$ cat src/rtl/ans_ht_stf_sink_if.sv
// Output sample stream of the HT-STF sink: 32-bit {I,Q} words with a burst-last marker.
interface ans_ht_stf_sink_if;
  logic [31:0] o_tdata;
  logic        o_tvalid;
  logic        o_tready;
  logic        o_tlast;

  modport master (output o_tdata, output o_tvalid, output o_tlast, input o_tready);
  modport slave  (input o_tdata, input o_tvalid, input o_tlast, output o_tready);
endinterface

$ cat src/rtl/ans_ht_stf_sink.sv
// Sequences the HT-STF generator, captures its burst through gain/window into a FIFO, replays it on tx.
// Accept-to-o_tvalid >= 2 cycles; output stalls hold data; capture never stalls. Window: ANS_HT_STF_SINK_WINDOW_EN.
module ans_ht_stf_sink #(
  parameter int N_SAMPLES  = 80,
  parameter int FIFO_LG    = 7,
  parameter int GAIN_SHIFT = 0,
  parameter int TIMEOUT    = 1023
) (
  input  logic                  clk,
  input  logic                  reset,
  input  logic                  start,
  input  logic [31:0]           stf_sample,
  input  logic                  stf_started,
  output logic                  letsgo,
  output logic                  givemeoutput,
  ans_ht_stf_sink_if.master     tx,
  output logic                  busy,
  output logic                  done,
  output logic                  err
);
  localparam int DEPTH = 1 << FIFO_LG;
  localparam int PTR_W = FIFO_LG + 1;
  localparam int IDX_W = $clog2(N_SAMPLES + 1);
  localparam int CNT_W = $clog2(TIMEOUT + 1);

  typedef enum logic [2:0] {S_IDLE, S_ARM, S_KICK, S_WAIT_START, S_CAPTURE} state_t;

  state_t             state;
  logic [IDX_W-1:0]   idx;
  logic [CNT_W-1:0]   tmo_cnt;

  logic               accept;
  logic [IDX_W-1:0]   cur_idx;
  logic               is_last;
  logic [15:0]        i_y;
  logic [15:0]        q_y;

  logic               wr_vld;
  logic               wr_last;
  logic [31:0]        wr_dat;

  logic [32:0]        mem [DEPTH];
  logic [PTR_W-1:0]   wr_ptr;
  logic [PTR_W-1:0]   rd_ptr;
  logic [PTR_W-1:0]   count;
  logic [PTR_W-1:0]   free_cnt;
  logic               fifo_empty;
  logic               fifo_full;
  logic               out_vld;
  logic               out_last;
  logic [31:0]        out_dat;
  logic               out_free;
  logic               bypass;
  logic               do_read;
  logic               do_write;
  logic               wr_drop;

  function automatic logic [15:0] gain_sat(input logic [15:0] x);
    logic signed [19:0] wide;
    wide = {{4{x[15]}}, x} << GAIN_SHIFT;
    if (wide > 20'sd32767)
      return 16'h7fff;
    else if (wide < -20'sd32768)
      return 16'h8000;
    else
      return wide[15:0];
  endfunction

  assign accept  = ((state == S_WAIT_START) && stf_started) || (state == S_CAPTURE);
  assign cur_idx = (state == S_CAPTURE) ? idx : '0;
  assign is_last = (cur_idx == IDX_W'(N_SAMPLES - 1));

`ifdef ANS_HT_STF_SINK_WINDOW_EN
  logic edge_s;
  assign edge_s = (cur_idx == '0) || is_last;

  always_comb begin
    i_y = gain_sat(stf_sample[31:16]);
    q_y = gain_sat(stf_sample[15:0]);
    // Arithmetic halving rounds toward -inf, matching the reference preamble.
    if (edge_s) begin
      i_y = {i_y[15], i_y[15:1]};
      q_y = {q_y[15], q_y[15:1]};
    end
  end
`else
  always_comb begin
    i_y = gain_sat(stf_sample[31:16]);
    q_y = gain_sat(stf_sample[15:0]);
  end
`endif

  always_ff @(posedge clk) begin
    if (reset) begin
      wr_vld  <= 1'b0;
      wr_last <= 1'b0;
      wr_dat  <= '0;
    end else begin
      wr_vld  <= accept;
      wr_last <= accept && is_last;
      if (accept)
        wr_dat <= {i_y, q_y};
    end
  end

  assign count      = wr_ptr - rd_ptr;
  assign free_cnt   = PTR_W'(DEPTH) - count;
  assign fifo_empty = (count == '0);
  assign fifo_full  = (count == PTR_W'(DEPTH));
  assign out_free   = !out_vld || tx.o_tready;
  // An empty FIFO lets the write stage load the output register directly.
  assign bypass     = wr_vld && fifo_empty && out_free;
  assign do_read    = out_free && !fifo_empty;
  assign do_write   = wr_vld && !bypass && !fifo_full;
  assign wr_drop    = wr_vld && !bypass && fifo_full;

  always_ff @(posedge clk) begin
    if (do_write)
      mem[wr_ptr[FIFO_LG-1:0]] <= {wr_last, wr_dat};
  end

  always_ff @(posedge clk) begin
    if (reset) begin
      wr_ptr   <= '0;
      rd_ptr   <= '0;
      out_vld  <= 1'b0;
      out_last <= 1'b0;
      out_dat  <= '0;
    end else begin
      if (do_write)
        wr_ptr <= wr_ptr + PTR_W'(1);
      if (do_read) begin
        {out_last, out_dat} <= mem[rd_ptr[FIFO_LG-1:0]];
        out_vld             <= 1'b1;
        rd_ptr              <= rd_ptr + PTR_W'(1);
      end else if (bypass) begin
        out_last <= wr_last;
        out_dat  <= wr_dat;
        out_vld  <= 1'b1;
      end else if (out_free) begin
        out_vld <= 1'b0;
      end
    end
  end

  assign tx.o_tdata  = out_dat;
  assign tx.o_tvalid = out_vld;
  assign tx.o_tlast  = out_last;

  always_ff @(posedge clk) begin
    if (reset) begin
      state        <= S_IDLE;
      letsgo       <= 1'b0;
      givemeoutput <= 1'b0;
      busy         <= 1'b0;
      done         <= 1'b0;
      err          <= 1'b0;
      tmo_cnt      <= '0;
      idx          <= '0;
    end else begin
      letsgo <= 1'b0;
      done   <= 1'b0;
      case (state)
        S_IDLE: begin
          if (start) begin
            err   <= 1'b0;
            busy  <= 1'b1;
            state <= S_ARM;
          end
        end
        S_ARM: begin
          if (free_cnt >= PTR_W'(N_SAMPLES)) begin
            letsgo <= 1'b1;
            state  <= S_KICK;
          end
        end
        S_KICK: begin
          givemeoutput <= 1'b1;
          tmo_cnt      <= '0;
          state        <= S_WAIT_START;
        end
        S_WAIT_START: begin
          if (stf_started) begin
            if (is_last) begin
              givemeoutput <= 1'b0;
              busy         <= 1'b0;
              done         <= 1'b1;
              state        <= S_IDLE;
            end else begin
              idx   <= IDX_W'(1);
              state <= S_CAPTURE;
            end
          end else if (tmo_cnt == CNT_W'(TIMEOUT - 1)) begin
            err          <= 1'b1;
            givemeoutput <= 1'b0;
            busy         <= 1'b0;
            state        <= S_IDLE;
          end else begin
            tmo_cnt <= tmo_cnt + CNT_W'(1);
          end
        end
        S_CAPTURE: begin
          // stf_started drops mid-burst during the generator's recycle phase.
          if (is_last) begin
            givemeoutput <= 1'b0;
            busy         <= 1'b0;
            done         <= 1'b1;
            state        <= S_IDLE;
          end else begin
            idx <= idx + IDX_W'(1);
          end
        end
        default: state <= S_IDLE;
      endcase
      if (wr_drop)
        err <= 1'b1;
    end
  end
endmodule

$ cat src/flat_wrapper.sv
// flat-port wrapper written by rule: the top's interface ports become plain ports
module ans_ht_stf_sink_flat 
#(
  parameter int N_SAMPLES  = 80,
  parameter int FIFO_LG    = 7,
  parameter int GAIN_SHIFT = 0,
  parameter int TIMEOUT    = 1023
)
  (clk, reset, start, stf_sample, stf_started, letsgo, givemeoutput, busy, done, err, tx_o_tdata, tx_o_tvalid, tx_o_tlast, tx_o_tready);
  ans_ht_stf_sink_if tx_i ();
  input  logic clk;
  input  logic reset;
  input  logic start;
  input  logic [31:0] stf_sample;
  input  logic stf_started;
  output logic letsgo;
  output logic givemeoutput;
  output logic busy;
  output logic done;
  output logic err;
  output wire logic [$bits(tx_i.o_tdata)-1:0] tx_o_tdata;
  output wire logic [$bits(tx_i.o_tvalid)-1:0] tx_o_tvalid;
  output wire logic [$bits(tx_i.o_tlast)-1:0] tx_o_tlast;
  input wire logic [$bits(tx_i.o_tready)-1:0] tx_o_tready;
  assign tx_o_tdata = tx_i.o_tdata;
  assign tx_o_tvalid = tx_i.o_tvalid;
  assign tx_o_tlast = tx_i.o_tlast;
  assign tx_i.o_tready = tx_o_tready;
  ans_ht_stf_sink #(.N_SAMPLES(N_SAMPLES), .FIFO_LG(FIFO_LG), .GAIN_SHIFT(GAIN_SHIFT), .TIMEOUT(TIMEOUT)) u_core (.clk(clk), .reset(reset), .start(start), .stf_sample(stf_sample), .stf_started(stf_started), .letsgo(letsgo), .givemeoutput(givemeoutput), .tx(tx_i), .busy(busy), .done(done), .err(err));
endmodule
$ cat config.mk
export PLATFORM = sky130hd
export DESIGN_NAME = ans_ht_stf_sink_flat
export DESIGN_NICKNAME = d
export VERILOG_FILES = /design/src/rtl/ans_ht_stf_sink_if.sv /design/src/rtl/ans_ht_stf_sink.sv /design/src/flat_wrapper.sv
export SDC_FILE = /design/constraint.sdc
export NUM_CORES = 2
export LEC_CHECK = 0
export ABC_CLOCK_PERIOD_IN_PS = 4200
export CAP_MARGIN = 10
export CORE_MARGIN = 1.5
export CORE_UTILIZATION = 57
export DETAILED_ROUTE_END_ITERATION = 10
export GPL_TIMING_DRIVEN = 0
export PLACE_DENSITY = 0.76
export SYNTH_ARGS = -nofsm -noshare
export SYNTH_HDL_FRONTEND = slang
export SYNTH_MEMORY_MAX_BITS = 65536
export SYNTH_SLANG_ARGS = --single-unit
$ cat constraint.sdc
create_clock -name clk -period 4.2 [get_ports clk]
set_input_delay 0.84 -clock clk [delete_from_list [all_inputs] [get_ports clk]]
set_output_delay 0.84 -clock clk [all_outputs]
set_load 0.01 [all_outputs]
# --- Word-level counts from Yosys, hierarchy flattened ---
# Memories as Yosys holds them, arrays and structs flattened. A register that Yosys moved wholly into a read port is not among the register bits.
# Index checks and enable logic that the tools add are counted.
totals:
  n_memories: 1
  ff_bits: 109
  mem_bits_rw: 4224
op_classes:
  n_eq_ne: 19
  bitwise: 1
  muxes: 47
  n_lt_le_gt_ge: 5
  addsub: 6
  reduce_logical: 30
mem_list:
  columns: ["name", "words", "width", "read_ports", "rd_ports_with_merged_regs", "write_ports", "line_no", "source"]
  rows:
  - ["u_core.mem", 128, 33, 1, 1, 1, "ans_ht_stf_sink.sv:42", "logic [32:0] mem [DEPTH];"]
ops:
  columns: ["cell", "n"]
  rows:
  - ["$mux 16", 4]
  - ["$mux 32", 2]
  - ["$mux 7", 6]
  - ["$gt 16x16->1 const B", 2]
  - ["$lt 16x16->1 const B", 2]
  - ["$mux 1", 20]
  - ["$mux 10", 2]
  - ["$pmux 10 s2", 1]
  - ["$mux 3", 6]
  - ["$add 8x1->8 const B", 2]
  - ["$pmux 3 s5", 1]
  - ["$pmux 7 s2", 1]
  - ["$ne 2x2->1 const B", 6]
  - ["$reduce_and 4->1", 3]
  - ["$reduce_bool 3->1", 4]
  - ["$add 10x1->10 const B", 1]
  - ["$eq 10x10->1 const B", 1]
  - ["$ne 3x2->1 const B", 3]
  - ["$eq 8x8->1 const B", 1]
  - ["$ge 8x7->1 const B", 1]
  - ["$logic_and 1x1->1", 8]
  - ["$logic_not 8->1", 1]
  - ["$sub 8x8->8", 1]
  - ["$sub 8x8->8 const A", 1]
  - ["17 further kinds", 28]

# --- Longest topological paths before layout ---
logic_depth:
  ltp_word: 9
  mapped_depth: 12
  mapped_depth_nobuf: 10

# --- Worst setup path before layout ---
# No wires, ideal clock.
synth_path:
  kind: "register to register"
  startpoint: "register u_core.wr_ptr[0]"
  endpoint: "memory u_core.mem[110][0], enable pin"
  path_slack_ps: -372
  t_arrival_ps: 4149
  stages_incl_launch_ff: 12
  path_buffers: 2
  setup_time_ps: 423
  path_cell_list: "dfxtp_1 > inv_1 > ha_1 > fa_1 > nand2b_1 > a21oi_1 > a311o_1 > o31a_1 > buf_2 > nand4_2 > buf_4 > nor2_1"
synth_between:
  elab_chain_cells: 9
synth_lines:
  columns: ["element", "line_no", "source"]
  rows:
  - ["start: declaration", "ans_ht_stf_sink.sv:43", "logic [PTR_W-1:0] wr_ptr;"]
  - ["start signal: assignment", "ans_ht_stf_sink.sv:131", "wr_ptr <= wr_ptr + PTR_W'(1);"]
  - ["$sub 8x8->8", "ans_ht_stf_sink.sv:106", "assign count = wr_ptr - rd_ptr;"]
  - ["$logic_not 8->1", "ans_ht_stf_sink.sv:108", "assign fifo_empty = (count == '0);"]
  - ["$logic_and 1x1->1 (2 in series)", "ans_ht_stf_sink.sv:112", "assign bypass = wr_vld && fifo_empty && out_free;"]
  - ["$logic_not 1->1", "ans_ht_stf_sink.sv:114", "assign do_write = wr_vld && !bypass && !fifo_full;"]
  - ["$logic_and 1x1->1 (2 in series)", "ans_ht_stf_sink.sv:114", null]
  - ["$mux 1", "ans_ht_stf_sink.sv:118", "if (do_write)"]
  - ["$mux 1 (implied by the code)", "ans_ht_stf_sink.sv:119", "mem[wr_ptr[FIFO_LG-1:0]] <= {wr_last, wr_dat};"]
  - ["end: declaration", "ans_ht_stf_sink.sv:42", null]
# Several ways; a longest one is shown, not always the timed one.

==> Flow_metrics.wiki <==
{| class="wikitable"
! Metric !! Value
|-
| Post-detailed-route wirelength per cell || approximately 41 um
|-
| Unrepaired setup endpoints after global routing || true
|-
| Cell type with the highest aggregate area in the netlist || edfxtp_1
|-
| PwrDens || 501.7 mW/mm^2
|-
| Cell area after placement || 0.1761 sq mm
|-
| DRC violation total after the first TritonRoute iteration || 16,900
|-
| Post-synth top cells || edfxtp_1, mux4_2, nand2_1
|-
| Proportion of netlist area held by the largest area contributor || 76.68%
|-
| IO Port Bufs || 74
|-
| Measured slew at the worst slew-check pin || 1459 ps
|-
| Height of the die || 541.7 um
|-
| Effective utilization at floorplan || 57.36%
|-
| Number of synthesized flops with an enable pin || roughly 4,200
|-
| Layout area overhead || 16.11%
|-
| Final worst-path cycle share || 109.6%
|-
| Nature of the critical path startpoint || flop
|-
| Non-filler instance count after layout || 12,570
|-
| Final-report max-slew violation count || 0
|-
| Setup crit end kind || flop
|-
| Number of standard cells after synthesis || 7,627
|-
| GRT Total Usage || 35.24%
|-
| Failing checks || setup timing
|-
| Maximum root-to-sink buffer count || 4
|-
| Via count normalized by instance count || 7.255
|-
| Final number of setup-violating endpoints || 44
|-
| Static power due to leakage || between 60 and 70 nW
|-
| Overflow left after global routing || 0
|-
| Maximum level of the CTS H-tree || 5
|-
| Critical path class || flop to flop
|-
| Placer congestion estimate || between 0.9 and 1
|-
| Initial antenna violation count || 30
|-
| Post-Synthesis Net Count || roughly 7,700
|-
| Warnings, synthesis || 0
|-
| WP data required || between 5000 and 6000 ps
|-
| Multi-input gate area in the final layout || around 0.036 sq mm
|-
| Number of global-route vias before repair || 88,600
|-
| Number of buffers created by CTS || roughly 420
|-
| Result of the run || finished with violations
|-
| Routed Antenna Nets || 0
|-
| Post-CTS clock slew at the launch and capture registers of the worst setup and hold paths || 70 ps
|-
| Cell at the root of the clock tree || clkbuf_16
|-
| Post-route worst setup slack || -402.6 ps
|-
| FMAX || 217.3 MHz
|-
| Type of the most critical hold path || input port to flop
|-
| Flops & latches, synth || 4,340
|-
| Synthesized area per cell || between 20 and 25 sq um
|-
| Critical Path AT || 5470 ps
|-
| Synth Cell Area || 0.1654 sq mm
|-
| Worst hold start || stf_sample[11]
|-
| Share of the yosys chip area belonging to registers || 78.08%
|-
| Share of async-settable or async-resettable flops after synthesis || 0%
|-
| Router iterations before antenna repair || 10
|-
| Largest cells by area after synthesis || edfxtp_1, mux4_2, dfxtp_1, mux2_2, nand2_1
|-
| Number of clock sinks seen by CTS || around 4,300
|-
| Final count of hold timing violations || 0
|-
| Placed Cells incl. Taps || roughly 12,000
|-
| Most frequently used flop master after synthesis || edfxtp_1
|-
| Largest clock skew in the final design || 80.74 ps
|-
| Worst supply voltage drop on vdd || 452.1 uV
|-
| Total of max-cap violations || 0
|-
| Post-cts hold buffer count || 0
|-
| Remaining max-slew budget at the tightest pin || 2.361%
|-
| Insertion delay to the later sink of the worst-skew pair || roughly 1000 ps
|-
| Routed via count || 91,220
|-
| Final min period || between 4000 and 5000 ps
|-
| Area of all placed cells without fillers || 0.1921 sq mm
|-
| Max FO, Critical Path || 10
|-
| Routed wire length || 517,800 um
|-
| Register area || between 0.1 and 0.15 sq mm
|-
| Clock tree from TritonCTS || done
|-
| Ports placed on the boundary || 76
|-
| Die area || between 0.2 and 0.3 sq mm
|-
| HPWL after detailed placement || 327,700 um
|-
| Core box area || 0.2884 sq mm
|-
| Largest net degree at the start of global routing || 102
|-
| Horizontal die dimension || 541.7 um
|-
| Ratio of cells with drive above 1 in the final layout || 29.32%
|-
| Most common cell in the netlist || edfxtp_1
|-
| Drt drc || 0
|-
| Layout net count || about 8,500
|-
| Setup slack of the most critical reg-to-reg path || -400 ps
|-
| First-pass GRT wire length || between 700,000 and 800,000 um
|-
| Place WS || -1772 ps
|-
| Standard-cell rows || 197
|-
| Total power || between 90 and 100 mW
|-
| Number of filler cells placed in the layout || 17,150
|-
| Post-synth cell types || 73
|}
==> layout make-up <==
type	count	share of cell area, %
inverter	19	0.03713
antenna	26	0.03388
timing repair buffer	374	3.190
clock inverter	249	1.328
multi-input combinational	2844	18.59
clock buffer	513	5.722
buffer	427	1.318
tap	3781	2.463
sequential	4340	67.32
==> cells in the final DEF (no fill, tap or decap), types with 72 or more instances in the layout <==
cell type,n
nor2_4,130
a22oi_1,142
clkinv_1,97
buf_12,132
clkbuf_1,216
nand2_1,309
clkdlybuf4s50_1,74
nor2_1,154
a21oi_1,90
edfxtp_1,4224
mux2i_1,104
dfxtp_1,81
buf_4,156
clkinv_2,72
o22ai_1,187
clkbuf_16,426
mux4_2,995
mux2_2,128
buf_2,83
==> critical path, cell delays in order (launching register included) <==
cell and delay [ps]:
dfxtp_1 370, clkbuf_4 250, clkbuf_2 330, nor2_2 620, clkbuf_2 640, clkbuf_2 540
a22oi_1 250, nand3_1 200, o21ai_0 230, nor2_2 580, nor3_1 190, a311oi_2 290
==> registers in the layout, indices dropped and copies added, names as in the netlist, 3 cells and up, named ones only <==
name and cells:
u_core.rd_ptr 8, u_core.wr_ptr 8, u_core.wr_dat 32, u_core.state 3, u_core.tx.o_tdata 32, u_core.tmo_cnt 10, u_core.idx 7, u_core.mem 4224
==> cells by family after synthesis <==
logic type	after synthesis	synth area share, %
DFF	4340	78.08
AOI/OAI and AO/OA	723	3.095
buffers and inverters	452	1.299
and+or+nand+nor	860	2.306
muxes	1228	15.05
adders and majority gates	13	0.1029
xor gates and xnor gates	11	0.05824
==> report_power, final <==
group	leakage [nW]	internal (mW)	switching, mW
sequential	41.3	47.5	0.452
clock	6.59	21.0	16.7
combinational	13.5	4.18	6.58
==> timing repair <==
| action | CTS | global route |
|---|---|---|
| buffers inserted | 58 | 42 |
| resized for setup | 229 | 119 |
| gates cloned | 7 | 6 |
| pin swaps | 38 | 25 |
| endpoints found under the setup margin | 4212 | 579 |
==> layer usage <==
| metal | up-vias | GRT usage, % | part of all wire, % |
|---|---|---|---|
| met1 | 46720 | 44.08 | 32 |
| met2 | 8784 | 51.73 | 44 |
| met4 | 32 | 24.62 | 8.6 |
| met3 | 1834 | 12.34 | 15 |
| met5 | - | 1.447 | 0.11 |
| li1 | 33850 | - | - |
==> through the flow <==
step                util (%)  hold slack, ps   TNS, ps
CTS                    66.25           364.0    -203.1
detailed placement     61.08           487.2  -4865230
finish                 66.60           415.4     -5071
floorplan                  -           457.8   -531100
global route           66.58           429.3    -776.3
global placement       59.27           469.3         -
==> final timing paths <==
kind | cells after the start | to
worst min register to register | 2 | u_core.tx.o_tdata[22]
worst max-delay path | 11 | u_core.tx.o_tdata[24]
worst min-delay path | 3 | u_core.wr_dat[11]
worst max register to register | 11 | u_core.tx.o_tdata[24]
Note: power is estimated with default switching activity, not from simulation.
